===== src/rtl/seq_det.sv =====
// seq_det: serial pattern detector with frame-lock tracking.
// Watches the qualified serial stream for PATTERN (MSB received first), locks
// onto its PERIOD-bit repetition after LOCK_CNT on-period matches, and flags
// each expected-position miss while locked. Lock is dropped after LOSS_CNT
// consecutive misses.
// Optional feature macro: SEQ_DET_ERRCNT_EN (when undefined, err_cnt is tied to 0).
module seq_det #(
    parameter int                 PAT_LEN  = 8,
    parameter logic [PAT_LEN-1:0] PATTERN  = PAT_LEN'(8'b11100100),
    parameter int                 PERIOD   = 8,
    parameter int                 LOCK_CNT = 3,
    parameter int                 LOSS_CNT = 2,
    parameter int                 CNT_W    = 16
) (
    input  logic             sys_clk,
    input  logic             sys_rst_n,
    input  logic             seq_en,
    input  logic             seq_signal,
    input  logic             cnt_clr,
    output logic             det_pulse,
    output logic             err_pulse,
    output logic             locked,
    output logic [CNT_W-1:0] match_cnt,
    output logic [CNT_W-1:0] err_cnt
);

    localparam int FILL_W = $clog2(PAT_LEN);
    localparam int PH_W   = $clog2(PERIOD);
    localparam int GOOD_W = $clog2(LOCK_CNT + 1);
    localparam int MISS_W = $clog2(LOSS_CNT + 1);

    typedef enum logic [1:0] {
        HUNT   = 2'd0,
        VERIFY = 2'd1,
        LOCK   = 2'd2
    } state_t;

    state_t              state, state_nxt;
    logic [PAT_LEN-2:0]  win;
    logic [FILL_W-1:0]   fill;
    logic [PH_W-1:0]     phase, phase_nxt;
    logic [GOOD_W-1:0]   good, good_nxt;
    logic [MISS_W-1:0]   miss, miss_nxt;
    logic                err_hit;
    logic                win_full;
    logic                match;
    logic                at_expected;

    // Saturating increment: holds at all-ones instead of wrapping.
    function automatic logic [CNT_W-1:0] sat_inc(input logic [CNT_W-1:0] v);
        return (&v) ? v : v + 1'b1;
    endfunction

    // Only the last PAT_LEN-1 bits are stored; the live bit completes the window.
    assign win_full    = (fill == FILL_W'(PAT_LEN - 1));
    assign match       = seq_en && win_full && ({win, seq_signal} == PATTERN);
    assign at_expected = (phase == PH_W'(PERIOD - 1));

    // Window shift and fill tracking on every valid bit.
    always_ff @(posedge sys_clk or negedge sys_rst_n) begin
        if (!sys_rst_n) begin
            win  <= '0;
            fill <= '0;
        end else if (seq_en) begin
            win <= (PAT_LEN-1)'({win, seq_signal});
            if (!win_full) begin
                fill <= fill + 1'b1;
            end
        end
    end

    // FSM state, phase and good/miss bookkeeping registers.
    always_ff @(posedge sys_clk or negedge sys_rst_n) begin
        if (!sys_rst_n) begin
            state <= HUNT;
            phase <= '0;
            good  <= '0;
            miss  <= '0;
        end else begin
            state <= state_nxt;
            phase <= phase_nxt;
            good  <= good_nxt;
            miss  <= miss_nxt;
        end
    end

    // Next-state logic: only valid bits advance anything; expected positions drive lock decisions.
    always_comb begin
        state_nxt = state;
        phase_nxt = phase;
        good_nxt  = good;
        miss_nxt  = miss;
        err_hit   = 1'b0;
        if (seq_en) begin
            phase_nxt = at_expected ? '0 : phase + 1'b1;
            case (state)
                HUNT: begin
                    if (match) begin
                        state_nxt = VERIFY;
                        good_nxt  = GOOD_W'(1);
                        phase_nxt = '0;
                    end
                end
                VERIFY: begin
                    if (at_expected) begin
                        if (match) begin
                            good_nxt = good + 1'b1;
                            if (good + 1'b1 == GOOD_W'(LOCK_CNT)) begin
                                state_nxt = LOCK;
                                miss_nxt  = '0;
                            end
                        end else begin
                            state_nxt = HUNT;
                        end
                    end
                end
                LOCK: begin
                    if (at_expected) begin
                        if (match) begin
                            miss_nxt = '0;
                        end else begin
                            err_hit  = 1'b1;
                            miss_nxt = miss + 1'b1;
                            if (miss + 1'b1 == MISS_W'(LOSS_CNT)) begin
                                state_nxt = HUNT;
                            end
                        end
                    end
                end
                default: begin
                    state_nxt = HUNT;
                end
            endcase
        end
    end

    // Registered pulses and lock flag, aligned with the state update.
    always_ff @(posedge sys_clk or negedge sys_rst_n) begin
        if (!sys_rst_n) begin
            det_pulse <= 1'b0;
            err_pulse <= 1'b0;
            locked    <= 1'b0;
        end else begin
            det_pulse <= match;
            err_pulse <= err_hit;
            locked    <= (state_nxt == LOCK);
        end
    end

    // Match counter: clear has priority over a simultaneous increment.
    always_ff @(posedge sys_clk or negedge sys_rst_n) begin
        if (!sys_rst_n) begin
            match_cnt <= '0;
        end else if (cnt_clr) begin
            match_cnt <= '0;
        end else if (match) begin
            match_cnt <= sat_inc(match_cnt);
        end
    end

`ifdef SEQ_DET_ERRCNT_EN
    // Error counter: clear has priority over a simultaneous increment.
    always_ff @(posedge sys_clk or negedge sys_rst_n) begin
        if (!sys_rst_n) begin
            err_cnt <= '0;
        end else if (cnt_clr) begin
            err_cnt <= '0;
        end else if (err_hit) begin
            err_cnt <= sat_inc(err_cnt);
        end
    end
`else
    assign err_cnt = '0;
`endif

endmodule


===== config.mk =====
export PLATFORM = sky130hd
export DESIGN_NAME = seq_det
export DESIGN_NICKNAME = d
export VERILOG_FILES = /design/src/rtl/seq_det.sv
export SDC_FILE = /design/constraint.sdc
export NUM_CORES = 1
export LEC_CHECK = 0
export CAP_MARGIN = 20
export CORE_ASPECT_RATIO = 1.75
export CORE_UTILIZATION = 30
export CTS_CLUSTER_DIAMETER = 40
export DETAILED_ROUTE_END_ITERATION = 8
export PLACE_DENSITY = 0.52
export SLEW_MARGIN = 20
export SYNTH_ARGS = -nofsm -noshare
export SYNTH_HDL_FRONTEND = slang
export SYNTH_SLANG_ARGS = --single-unit

===== constraint.sdc =====
create_clock -name sys_clk -period 4.9 [get_ports sys_clk]
set_input_delay 1.225 -clock sys_clk [delete_from_list [all_inputs] [get_ports sys_clk]]
set_output_delay 1.225 -clock sys_clk [all_outputs]
set_load 0.005 [all_outputs]

==> metrics <==
total negative slack 0 ns; met3 wire length between 100 and 150 µm; syn_area_per_cell about 10 µm²; Max Root-Sink Buffers 2; Final period util ~74%; Die Wd approximately 64 µm; clock sinks 38; CTS root buf clkbuf_8; Core Rows 38; Die ar. roughly 7000 µm²; register area share after synthesis 47.74%; Worst Setup Start Kind primary input; Hold EP fill[0]$_DFFE_PN0P_; 1st-iter DRT viols 46; Crit path arrival time 3.82 ns; top post-synthesis cells by area dfrtp_1 48%, buf_4 6.0%, mux2_2 5.7%, ha_1 4.4%, a21oi_1 3.5%; Core Region ~6300 µm²; max-cap violation count 0; Chip Height 109.8 µm; worst-case reg-to-reg path depth 5; post-CTS sizing 0; Hold Violations, Final 0; CTS H-Tree Depth 2; CP cell instances clkdlybuf4s50_1, buf_4, or4b_4, nor3_4, o2111ai_1, nor3_1, mux2_2; static leakage 1.006 nW; largest net degree at the start of global routing 39; hold_sp fill[0]$_DFFE_PN0P_; Synth Instances about 200; hold buffers post-CTS 0; total power 0.8025 mW; Post-synth top cells 38 x dfrtp_1, 16 x buf_4, 14 x a21oi_1, 12 x o21ai_0; YS warnings 0; Synth cell types between 40 and 50; vias between 1000 and 1500; share of layout cells above drive strength 1 around 10%; Worst setup startpoint seq_en; Post-synth EDFFs 0; # DRC 0; synthesized area 1992 µm²; class of the most critical setup path primary input to flip-flop; Routed Antenna Nets 0; CP top delay family simple AND/OR/NAND/NOR gates; Worst Clk Skew approximately 0.0053 ns; RSZ-0062 raised after global routing no; Max Used Layer met4; Met1 Routed Length 1638 µm; Starting Density approximately a third; cell at the slowest stage of the critical path or4b_4; Setup-failing EPs final 0; Crit Reg-Reg Startpoint win[0]$_DFFE_PN0P_; Post-Route WL about 4000 µm; top-count cell post-synth dfrtp_1; asr flop ratio synth 100.0%; Setup crit end kind flip-flop; Total Routing Usage GR between 10 and 15%; Worst Max-Slew Pin Slew 0.8821 ns; crit-path max cell delay between 0.5 and 0.6 ns; final instance area around 2400 µm²; Hold Crit Class flip-flop to flip-flop; CTS tree yes; fmax ~0.28 GHz; CTS buffer count 5; Pre-antenna DRT Iters 4; outcome complete, no violations; R2R Setup Slk 2.40 ns; CP Buf/Inv Count 2; grt ovf 0; I/O pin total 40; Post-DP Area 2237 µm²; Final Wtd Congestion about 0.7; DP HPWL around 2900 µm; slew margin rel. ~41%; max-slew violations 0; later-pin clock latency in the skew report about 0.3 ns; clock transition at the registers of the reported paths approximately 0.080 ns; I/O Buffers 23; diode count 0; critical path required time ~5.1 ns; R2R Path End match_cnt[11]$_DFFE_PN0P_; Max FO, Critical Path 16; Hold Crit Depth 1; Avg Vias per Cell 4.937; synthesized flop and latch total 38; antenna violations before repair 0; vias in the first global route approximately 1400; top-area cell type share of the netlist area between 40 and 50%; area leader, netlist dfrtp_1; Syn-to-layout area delta 19.22%; worst vdd ir between 0.15 and 0.2 mV; wire per inst approximately 13 µm; pwr/cell area 337.9 nW/µm²; DR WL met2 roughly 2200 µm; ys flop type dfrtp_1; fin crit period around 3.6 ns; # Post-CTS Setup Buffers 0; first-pass GRT wire length ~6900 µm; fin nets 232
[logic make-up (layout without fill, tap and decap cells)]
kind of cell               Yosys count  after routing  synth area share (%)
DFF                                 38             38                 47.74
other                                1             16                0.1883
muxes                               11             11                 6.156
and+or+nand+nor                     62             62                 17.46
AOI/OAI and AO/OA                   43             43                 13.32
buffers and inverters               29             39                 8.543
xor gates and xnor gates             5              5                 2.199
adders and majority gates            7              7                 4.397
[layout make-up]
cell class | count | area, µm²
Timing Repair Buffer | 24 | 232.7
Fill cell | 650 | 3949
Multi-Input combinational cell | 144 | 927.1
Clock buffer | 5 | 68.82
Inverter | 7 | 26.28
Clock inverter | 3 | 68.82
Tap cell | 80 | 100.1
Sequential cell | 38 | 950.9
[metrics by stage]
| stage | utilization [%] | setup slack (ns) | cells | hold WS (ns) |
|---|---|---|---|---|
| final | 37.55 | 1.272 | 301 | 0.4862 |
| after global placement | 35.38 | 0.9796 | 293 | 0.4626 |
| after global routing | 37.55 | 1.072 | 301 | 0.5106 |
| after floorplan | - | 1.892 | 211 | 0.4480 |
| after CTS | 37.55 | 1.237 | 301 | 0.4901 |
| after detailed placement | 35.38 | 0.9172 | 293 | 0.4757 |
[report_power, final]
| group | switching, mW | internal [mW] | leakage (nW) |
|---|---|---|---|
| sequential | 0.0235 | 0.352 | 0.494 |
| combinational | 0.0513 | 0.0517 | 0.444 |
| clock | 0.120 | 0.204 | 0.0683 |
[cell usage in the layout (no fill, tap or decap), types with 3 or more instances in the layout]
cell type,n
dfrtp_1,38
clkdlybuf4s50_1,22
conb_1,16
a21oi_1,14
o21ai_0,12
nand2_1,11
nor2_1,11
or3_1,10
mux2_2,10
inv_1,7
ha_1,7
nand3_1,6
clkbuf_8,5
nand4_1,4
nor3_1,4
o2bb2ai_1,4
nor4_1,3
nor2b_1,3
o211ai_1,3
xor2_1,3
[registers in the layout, indices dropped and copies added (netlist names)]
name and cells:
state 2, win 7, match_cnt 16, fill 3, err_pulse 1, phase 3, locked 1, good 2
det_pulse 1, miss 2
[worst max path at each step]
stage                                     end  slack [ns]  depth (start not counted)
floorplan           match_cnt[11]$_DFFE_PN0P_        1.89                          6
global placement    match_cnt[11]$_DFFE_PN0P_        0.98                          7
detailed placement  match_cnt[11]$_DFFE_PN0P_        0.92                          7
CTS                 match_cnt[11]$_DFFE_PN0P_        1.24                          7
global route         match_cnt[9]$_DFFE_PN0P_        1.07                          7
finish              match_cnt[11]$_DFFE_PN0P_        1.27                          7
[worst reg2reg max path, cell delays in order, from the launching register on]
cell,delay (ns)
dfrtp_1,0.40
or4b_4,0.58
nor3_4,0.32
o2111ai_1,0.43
nor3_1,0.31
mux2_2,0.36
[metal layers]
metal,up-vias,track usage [%]
met5,-,0
met4,0,6.494
met3,5,2.801
met2,31,22.87
met1,715,14.28
li1,735,-
No activity file was read; power rests on OpenSTA's default activity.
